--- config.mk ---
export PLATFORM = sky130hd
export DESIGN_NAME = wr_result_reader
export DESIGN_NICKNAME = d
export VERILOG_FILES = /design/src/rtl/writer_pkg.sv /design/src/rtl/wr_result_fifo.sv /design/src/rtl/wr_result_reader.sv
export SDC_FILE = /design/constraint.sdc
export NUM_CORES = 1
export LEC_CHECK = 0
export CORE_ASPECT_RATIO = 1.5
export CORE_UTILIZATION = 52
export CTS_BUF_LIST = sky130_fd_sc_hd__clkbuf_4
export CTS_CLUSTER_DIAMETER = 40
export DETAILED_ROUTE_END_ITERATION = 7
export PLACE_DENSITY = 0.78
export SETUP_SLACK_MARGIN = 0.15
export SLEW_MARGIN = 10
export SYNTH_ARGS = -nofsm -noshare
export SYNTH_HDL_FRONTEND = slang
export SYNTH_SLANG_ARGS = --single-unit
--- constraint.sdc ---
create_clock -name clk -period 2.15 [get_ports clk]
set_clock_uncertainty 0.1 [all_clocks]
set_input_delay 0.215 -clock clk [delete_from_list [all_inputs] [get_ports clk]]
set_output_delay 0.215 -clock clk [all_outputs]
set_load 0.02 [all_outputs]
--- src/rtl/writer_pkg.sv ---
// Shared types for the accumulating writer and its result reader.
// Result payload is stored bit-exact; no arithmetic is applied downstream.
package writer_pkg;

   localparam int unsigned DWIDTH = 8;
   localparam int unsigned VWIDTH = 4;

   typedef struct packed {
      logic [VWIDTH-1:0] cnt;
      logic [DWIDTH:0]   sum;
   } result_t;

   typedef enum logic {
      S_EMPTY,
      S_VALID
   } rd_state_e;

endpackage

--- src/rtl/wr_result_fifo.sv ---
// In-order result storage behind the reader's output register.
// Flushes pointers and occupancy on clear; contents are left stale.
module wr_result_fifo
   import writer_pkg::*;
#(
   parameter int unsigned DEPTH = 4
) (
   input  logic    clk,
   input  logic    rst,
   input  logic    clear,
   input  logic    wr_en,
   input  logic    rd_en,
   input  result_t wr_result,
   output result_t rd_result,
   output logic    empty
);

   localparam int unsigned AW = $clog2(DEPTH);
   localparam int unsigned CW = $clog2(DEPTH + 1);

   result_t         mem [DEPTH];
   logic [AW-1:0]   wr_ptr;
   logic [AW-1:0]   rd_ptr;
   logic [CW-1:0]   count;

   always_ff @(posedge clk or posedge rst) begin
      if (rst) begin
         wr_ptr <= '0;
         rd_ptr <= '0;
         count  <= '0;
      end else if (clear) begin
         wr_ptr <= '0;
         rd_ptr <= '0;
         count  <= '0;
      end else begin
         if (wr_en) wr_ptr <= wr_ptr + 1'b1;
         if (rd_en) rd_ptr <= rd_ptr + 1'b1;
         case ({wr_en, rd_en})
            2'b10:   count <= count + 1'b1;
            2'b01:   count <= count - 1'b1;
            default: count <= count;
         endcase
      end
   end

   always_ff @(posedge clk) begin
      if (wr_en && !clear) mem[wr_ptr] <= wr_result;
   end

   assign rd_result = mem[rd_ptr];
   assign empty     = (count == '0);

endmodule

--- src/rtl/wr_result_reader.sv ---
// Captures writer results into an in-order queue and presents them on a
// valid/ready port through a registered head stage.
module wr_result_reader
   import writer_pkg::*;
#(
   parameter int unsigned DWIDTH = writer_pkg::DWIDTH,
   parameter int unsigned VWIDTH = writer_pkg::VWIDTH,
   parameter int unsigned DEPTH  = 4
) (
   input  logic                       clk,
   input  logic                       rst,
   input  logic                       clear,
   input  logic                       wr_valid,
   input  logic [DWIDTH:0]            wr_data,
   input  logic [VWIDTH-1:0]          wr_cnt,
   output logic                       rd_valid,
   input  logic                       rd_ready,
   output logic [DWIDTH:0]            rd_data,
   output logic [VWIDTH-1:0]          rd_cnt,
   output logic [$clog2(DEPTH+1)-1:0] level,
   output logic                       full,
   output logic                       overflow
);

   localparam int unsigned LW = $clog2(DEPTH + 1);

   rd_state_e state;
   logic      push;
   logic      pop;
   logic      fifo_rd;
   logic      fifo_empty;
   result_t   fifo_head;
   result_t   wr_result;

   assign wr_result = '{cnt: wr_cnt, sum: wr_data};
   assign full      = (level == LW'(DEPTH));
   assign pop       = rd_valid && rd_ready;
   assign push      = wr_valid && (!full || pop) && !clear;
   // Head register refills from the queue when idle or when its result is taken.
   assign fifo_rd   = !fifo_empty && !clear && ((state == S_EMPTY) || pop);

   wr_result_fifo #(
      .DEPTH (DEPTH)
   ) u_fifo (
      .clk       (clk),
      .rst       (rst),
      .clear     (clear),
      .wr_en     (push),
      .rd_en     (fifo_rd),
      .wr_result (wr_result),
      .rd_result (fifo_head),
      .empty     (fifo_empty)
   );

   always_ff @(posedge clk or posedge rst) begin
      if (rst) begin
         state    <= S_EMPTY;
         rd_valid <= 1'b0;
         rd_data  <= '0;
         rd_cnt   <= '0;
         level    <= '0;
         overflow <= 1'b0;
      end else if (clear) begin
         state    <= S_EMPTY;
         rd_valid <= 1'b0;
         level    <= '0;
         overflow <= 1'b0;
      end else begin
         if (wr_valid && full && !pop) overflow <= 1'b1;
         if (push && !pop)      level <= level + 1'b1;
         else if (pop && !push) level <= level - 1'b1;
         case (state)
            S_EMPTY: begin
               if (!fifo_empty) begin
                  rd_data  <= fifo_head.sum;
                  rd_cnt   <= fifo_head.cnt;
                  rd_valid <= 1'b1;
                  state    <= S_VALID;
               end
            end
            S_VALID: begin
               if (pop) begin
                  if (!fifo_empty) begin
                     rd_data <= fifo_head.sum;
                     rd_cnt  <= fifo_head.cnt;
                  end else begin
                     rd_valid <= 1'b0;
                     state    <= S_EMPTY;
                  end
               end
            end
            default: begin
               rd_valid <= 1'b0;
               state    <= S_EMPTY;
            end
         endcase
      end
   end

endmodule

==> key figures <==
Yosys
  – Share of the synthesized area in the top cell type: 47.3%
  – Syn_area_per_cell: 18.1 um2
  – Synth Net Count: slightly above 200
  – XOR/XNOR share of the synthesized area: 1.06%
  – Most frequent cell after synthesis: edfxtp_1
  – Gate Count Post-Synth: 183
  – Top post-synthesis cells by count: 52 x edfxtp_1, 26 x dfrtp_1, 13 x mux4_2
  – Post-synthesis adder-cell area fraction: 2.73%
  – Simple-gate share of the synthesized area: slightly above 7%
  – Synth async-reset ratio: 33.3%
  – Ranking of synthesized cells by area: edfxtp_1 47%, dfrtp_1 20%, mux4_2 8.9%
  – Compound-gate portion of the synthesized area: 3.07%
  – Sequential area share after synthesis: 66.9%
  – Yosys warnings: 0
  – Multiplexer share of the synthesized area: 16.3%
  – #FFs+latches synth: just under 80
  – Library cells used by synthesis: 38
  – Number of enable flip-flop cells after synthesis: 52
  – Ys flop type: edfxtp_1
  – Cell Area, Synth: 0.00330 mm2
  – Combinational family with the most area after synthesis: multiplexers
  – Area leader, netlist: edfxtp_1

Place
  – GPL Wtd Cong: 0.764
  – Dpl ws: -0.195 ns
  – DP Cell Count: 309
  – DPL Wire Length: ~3600 um
  – Port bufs: 36

Routing
  – Antenna viol nets, final: 0
  – Post-route DRC: 0
  – Initial DRT Pass Iterations: 6
  – DR vias: 1720
  – DRT Wirelength: ~5300 um
  – Average routed wire per standard cell: ~16 um
  – First-iteration detailed-routing DRC count: just over 50
  – Via-to-Cell Ratio: around 5.3

Cells and area
  – Area Growth Syn to Fin: 21.8%
  – Layout Nets: 271
  – Layout cells sized above 1: 34.5%
  – Non-Filler Instances: between 300 and 400
  – Filler instances: 449
  – Antenna cells: 0

Power
  – Pwr Total: 4.75 mW
  – Leak Pwr: 1.50 nW
  – Max VDD drop: 0.000883 V
  – PwrDens: 1180 mW/mm2

Clock network
  – Hold_buf cts: 0
  – CTS tree: done
  – CTS Sinks: 78
  – Total CTS buffers: 9
  – CTS root buf: clkbuf_4
  – Clk_lat worst skew: slightly above 0.4 ns
  – Largest buffer count on any clock path: 2
  – H-tree Lvls: 3
  – CTS clk-pin slew, worst paths: 0.13 ns

Global route
  – First-pass GRT wire length: 8620 um
  – GRT Total Usage: 18.2%
  – Total grt overflow: 0
  – Largest net degree at the start of global routing: 27
  – Antenna violations before repair: 0
  – Vias in the first global route: between 1500 and 2000

Setup path
  – Critical Path End Type: flop
  – Crit-path max FO: 2
  – R2R setup slack: 0.07 ns
  – Setup crit start kind: flop
  – CP Class: flop to flop
  – Worst Path Arrival: 2.28 ns
  – Worst EP required: 2.35 ns
  – Worst r2r path cells: 9

STA
  – Final worst slack: 0.0709 ns
  – Fmax: 481 MHz
  – Final Max Tran Viols: 0
  – TNS Setup: 0 ns
  – Final Hold Fails: 0
  – Final setup fails: 0
  – Worst-margin pin slew: 0.362 ns
  – Fin crit share: 96.7%
  – Rel. slew slack: 75.8%
  – RSZ-0062 raised after global routing: yes
  – Period minus WS final: 2.08 ns

Floorplanning
  – Starting Density: between 50 and 60%
  – Die W: ~67 um
  – Row Count: 35
  – Total core area: roughly 0.006 mm2
  – Die ar.: roughly 0.0067 mm2
  – Die height: 99.6 um
  – IO Pins: 37

Status
  – Status: completed

Flow run
  – Max Cap Viol: 0

Hold path
  – Class of the tightest hold or removal check: input pin to asynchronous set/reset pin
where the power goes:
part / total, mW / switching, mW / internal [mW]
Clock: 0.731 / 0.487 / 0.244
Sequential: 2.06 / 0.180 / 1.88
Combinational: 1.96 / 0.843 / 1.12
worst paths after layout:
check	startpoint	end
setup / recovery	u_fifo.count[0]	u_fifo.count[2]
hold / removal	rst	rd_data[8]
setup reg to reg	u_fifo.count[0]	u_fifo.count[2]
hold reg to reg	rd_data[2]	rd_data[2]
max in group asynchronous	rst	rd_valid
min in group clk	wr_data[4]	u_fifo.mem[2][4]
cell type report:
type	count	area (um2)	share of cell area (%)
sequential	78	2220	55.1
clock inverter	6	38.8	0.964
clock buffer	10	75.1	1.87
tap	74	92.6	2.30
multi-input combinational	92	1010	25.2
inverter	6	22.5	0.560
timing repair buffer	60	564	14.0
cell usage in the layout (no fill, tap or decap), types with 2 or more instances in the layout:
master and instances:
clkbuf_4 10, dfrtp_2 5, ha_1 4, inv_1 5, buf_4 22, xnor2_1 3, buf_12 2, nor2_1 12
mux4_2 13, a21bo_2 2, mux2_4 9, mux2_2 6, mux2i_1 2, nor3_1 2, edfxtp_1 52, mux2_1 2
fa_2 2, a21oi_1 5, dfrtp_1 21, nand2_1 4, nor2b_1 3, clkinvlp_4 4, nand2b_1 2, clkdlybuf4s50_1 35
and2_1 4
registers in the layout (all words and copies together), names as in the netlist:
| name | count |
|---|---|
| u_fifo.wr_ptr | 2 |
| level | 3 |
| rd_valid | 1 |
| u_fifo.count | 3 |
| overflow | 1 |
| rd_data | 9 |
| u_fifo.mem | 52 |
| rd_cnt | 4 |
| u_fifo.rd_ptr | 2 |
| state | 1 |
worst max-delay path: stages (launching register included):
cell and delay, ns:
dfrtp_1 0.43, nor3_4 0.25, a21oi_4 0.05, nor2b_4 0.13
and2_4 0.14, fa_2 0.33, inv_2 0.05, and3_1 0.13
mux2i_1 0.07, mux2_1 0.31
cells by family after synthesis:
| kind of cell | count (synthesis) |
|---|---|
| AO/OA/AOI/OAI | 12 |
| XOR/XNOR | 4 |
| adder cells (fa/ha/maj) | 6 |
| buffers and inverters | 13 |
| flip-flops | 78 |
| multiplexers | 32 |
| AND/OR/NAND/NOR | 38 |
what timing repair did:
item                                    CTS  global route
gates resized for setup                   3             0
endpoints found under the setup margin    3             3
pin swaps                                 1             0
cloned                                    0             0
setup buffers                             1             0
metal layers:
metal  vias up  part of all wire, %  track usage, %
li1        814                    -               -
met1       863                   39            20.5
met2        35                   55            31.7
met3         8                  3.6            4.47
met4         0                  1.8            7.86
met5         -                    0               0
per-stage QoR:
stage	utilization (%)	hold slack [ns]	area, um2
3_3_place_gp	63.7	0.393	3900
5_1_grt	65.6	0.0851	4020
2_1_floorplan	-	0.155	3320
6_report	65.6	0.0513	4020
3_5_place_dp	63.7	0.395	3900
4_1_cts	65.6	0.0542	4020
Note: power is estimated with default switching activity, not from simulation.
==> patch 1: new RTL, config.mk and constraints unchanged <==
`DEPTH` is set to 4 in 2 places; all go to 8.
--- a/src/rtl/wr_result_fifo.sv
+++ b/src/rtl/wr_result_fifo.sv
@@ -5,3 +5,3 @@
 #(
-   parameter int unsigned DEPTH = 4
+   parameter int unsigned DEPTH = 8
 ) (
--- a/src/rtl/wr_result_reader.sv
+++ b/src/rtl/wr_result_reader.sv
@@ -7,3 +7,3 @@
    parameter int unsigned VWIDTH = writer_pkg::VWIDTH,
-   parameter int unsigned DEPTH  = 4
+   parameter int unsigned DEPTH  = 8
 ) (
Interface: changed (resized level); port bits go from 37 to 38. No check against the original RTL was run, so the function may have changed too.
==> patch 1 against the original RTL <==
  * Worst hold slack gained 0.27 ns
  * Design area grew 68%
  * The run now ends with setup timing left
  * Power grew 58%
  * Worst setup slack lost 0.35 ns
  * Sequential cell count grew 56
  * Critical path depth is the same
  * Area after synthesis grew 65%
  * Routed wire length grew 100%
  * Die area grew 63%
==> patch 1: results (changes against the original RTL) <==
final instance area=6760 sq um (+68%); final HPWL from detailed placement=6.71 mm (+84%); number of setup violations in the final report=7 (+7); top flop regs=u_fifo.mem (104), rd_data (9); maximum fanout along the worst path=4 (+2); Worst Slack Setup Final=-0.275 ns (-0.346 ns); weighted congestion reported at the end of routability-driven placement=0.827 (+8.2%); failing checks=setup timing; count of cell types in the netlist=45 (+18%); worst hold margin=0.321 ns (+0.270 ns); clock transition at the register clock pins on the worst setup and hold paths after CTS=0.11 ns (-0.02 ns); IR drop worst, VDD=0.000508 V (-42%); leakage power summed over all cells=2.41 nW (+61%); number of instances in the synthesized netlist=308 (+68%); worst flop-to-flop path startpoint=level[1]; slowest cell on the critical path=or4b_4; type of the worst min-delay path=in -> reg; TritonCTS buffer count=17 (+8); Global Route met3 Usage=0.0562 (+0.0115); outcome=finished, violations left; measured slew at the worst slew-check pin=0.606 ns (+0.243 ns); EDFF count, synth=104 (+100%); largest stage delay on the critical path=0.57 ns (+0.14 ns); pre-CTS worst setup slack=-0.483 ns (-0.288 ns); layout clock buffer count=18 (+8); overall routed net length=10.6 mm (+100%); total number of clock tree sinks=134 (+72%); Post-CTS Repair Setup Buffers=0 (-1)
patch 1: changes by cell type after synthesis, sizes merged, moves of 4 or more:
cell / before / now
nor2: 12 / 27
mux2: 17 / 3
and2: 6 / 2
dfrtp: 26 / 30
mux2i: 2 / 14
buf: 4 / 10
a21oi: 6 / 18
nor2b: 4 / 0
mux4: 13 / 26
edfxtp: 52 / 104
nand2: 5 / 14
patch 1: kinds of logic after synthesis:
family                   after synthesis  synth area share
AO/OA/AOI/OAI                         35            0.0439
XOR/XNOR                               9            0.0145
adder cells (fa/ha/maj)                7            0.0175
buffers and inverters                 20            0.0175
flip-flops                           134             0.712
multiplexers                          43             0.140
AND/OR/NAND/NOR                       60            0.0549
patch 1: where the power goes:
part	internal, mW	switching, mW
Sequential	3.08	0.187
Combinational	1.37	1.30
Clock	0.689	0.883
Total	5.14	2.37
==> patch 2: new RTL, same settings <==
Made on the original files. Register the output `rd_cnt` once more; this adds one clock of latency there. The other outputs are not delayed to match.
--- a/src/rtl/wr_result_reader.sv
+++ b/src/rtl/wr_result_reader.sv
@@ -25,2 +25,4 @@
    localparam int unsigned LW = $clog2(DEPTH + 1);
+
+   logic [VWIDTH-1:0] rd_cnt_s0;
 
@@ -59,3 +61,3 @@
          rd_data  <= '0;
-         rd_cnt   <= '0;
+         rd_cnt_s0 <= '0;
          level    <= '0;
@@ -75,3 +77,3 @@
                   rd_data  <= fifo_head.sum;
-                  rd_cnt   <= fifo_head.cnt;
+                  rd_cnt_s0 <= fifo_head.cnt;
                   rd_valid <= 1'b1;
@@ -84,3 +86,3 @@
                      rd_data <= fifo_head.sum;
-                     rd_cnt  <= fifo_head.cnt;
+                     rd_cnt_s0 <= fifo_head.cnt;
                   end else begin
@@ -99,2 +101,6 @@
 
+   always_ff @(posedge clk) begin
+      rd_cnt <= rd_cnt_s0;
+   end
+
 endmodule
Behaviour: not the same (Yosys sat finds a counterexample within 4 cycles, from zero or initial values and one cycle with rst high).
==> patch 2 against the original RTL <==
  * Worst setup slack got worse by 0.017 ns
  * Power rose by 7.3%
  * Largest cell class unchanged
  * Highest routed layer unchanged
  * Sequential share of layout area rose by 0.55 points
  * Critical endpoint unchanged
  * Area after synthesis rose by 1.9%
  * Global-route usage rose by 0.40 points
  * Sequential cell count rose by 4
  * Routed wire length rose by 3.3%
  * Design area rose by 2.6%
==> patch 2: results (changes against the original RTL) <==
outcome=finished clean; portion of netlist area occupied by mux cells=0.157 (-0.00563); post-synthesis compound-gate area fraction=0.0260 (-0.00466); Finished Core Util=0.664 (+0.00746); top flop regs=u_fifo.mem (52), rd_data (9); final-layout fill cell count=452 (+0.67%); Adder-Cell Fraction of Synth Area=0.0268 (-0.000507); vias=1740 (+1.2%); instance area after placement=3980 sq um (+1.9%); leakage power summed over all cells=1.55 nW (+3.2%); number of nets still failing antenna checks after routing=0 (unchanged); met1 Use GR=0.204 (-0.00165); count of plain and timing-repair buffers=59 (-1.7%); layout clock buffer count=11 (+1); number of instances in the synthesized netlist=184 (+0.55%); GRT Util Overall=0.186 (+0.00400); Final #Nets=270 (-0.37%); pre-CTS worst setup slack=-0.209 ns (-0.0142 ns); multi-input logic portion of the cell area=0.244 (-0.00754); worst max-slew margin expressed relative to the limit=0.762 (+0.00393); Synth Net Count=208 (+0.48%); endpoint arrival time on the critical path=2.30 ns (+0.02 ns); Global Route met2 Usage=0.331 (+0.0144); TritonRoute pass-1 iters=5 (-1); overall routed net length=5.48 mm (+3.3%); vias in the first global route=1819 (-1.8%); sequential fraction of total cell area=0.557 (+0.00553); Synth Area in XOR/XNOR=0.0178 (+0.00724); IR drop worst, VDD=0.000640 V (-27%); sequential cell area fraction in the yosys report=0.681 (+0.0113); final HPWL from detailed placement=3.61 mm (-0.92%); Clock Latency Late Sink=0.41 ns (about the same); starting DRC count in detailed routing=65 (+27%); dpl cells=307 (-0.65%); share of post-route cells with drive strength above 1=0.351 (+0.00536); worst-case clock buffer depth=2 (unchanged); Global Route met3 Usage=0.0407 (-0.00400); Worst Reg-to-Reg Cells=9 (unchanged); met2 layer wire length in the routed design=3.09 mm (+5.5%); per-cell routed wire length=16.9 um (+3.6%); wire length on met3=149 um (-22%); count of cell types in the netlist=41 (+7.9%); clock network share of area=0.0333 (+0.00505); async set or reset register ratio after synthesis=0.317 (-0.0163); most used standard cells in the synthesized netlist=edfxtp_1, dfrtp_1, mux4_2; signal buffers share of area=0.138 (-0.00232); total number of clock tree sinks=82 (+5.1%); global-route wire length before repair=8.67 mm (+0.64%); weighted congestion reported at the end of routability-driven placement=0.763 (-0.12%); Synth area leaders=edfxtp_1, dfrtp_1, mux4_2; layout multi-input combinational cell count=88 (-4.3%)
-- patch 2: final timing paths --
| check | from | to | slack (ns) |
|---|---|---|---|
| max reg2reg | u_fifo.count[2] | u_fifo.count[2] | 0.05 |
| max | u_fifo.count[2] | u_fifo.count[2] | 0.05 |
| min in group clk | rd_cnt_s0[3] | rd_cnt[3] | 0.29 |
| max in group asynchronous | rst | rd_valid | 1.61 |
| min reg2reg | rd_cnt_s0[3] | rd_cnt[3] | 0.29 |
| min | rst | rd_cnt_s0[2] | 0.05 |
-- patch 2: report_power, final --
group	switching [mW]	leakage [nW]	internal [mW]
clock network	0.497	0.0745	0.378
logic	0.892	0.651	1.15
registers	0.178	0.825	2.01
-- patch 2: repair_timing --
| action | 4_1_cts | 5_1_grt |
|---|---|---|
| pin swaps | 0 | 3 |
| gates resized for setup | 1 | 0 |
| setup endpoints to repair | 3 | 3 |
| setup buffers | 2 | 0 |
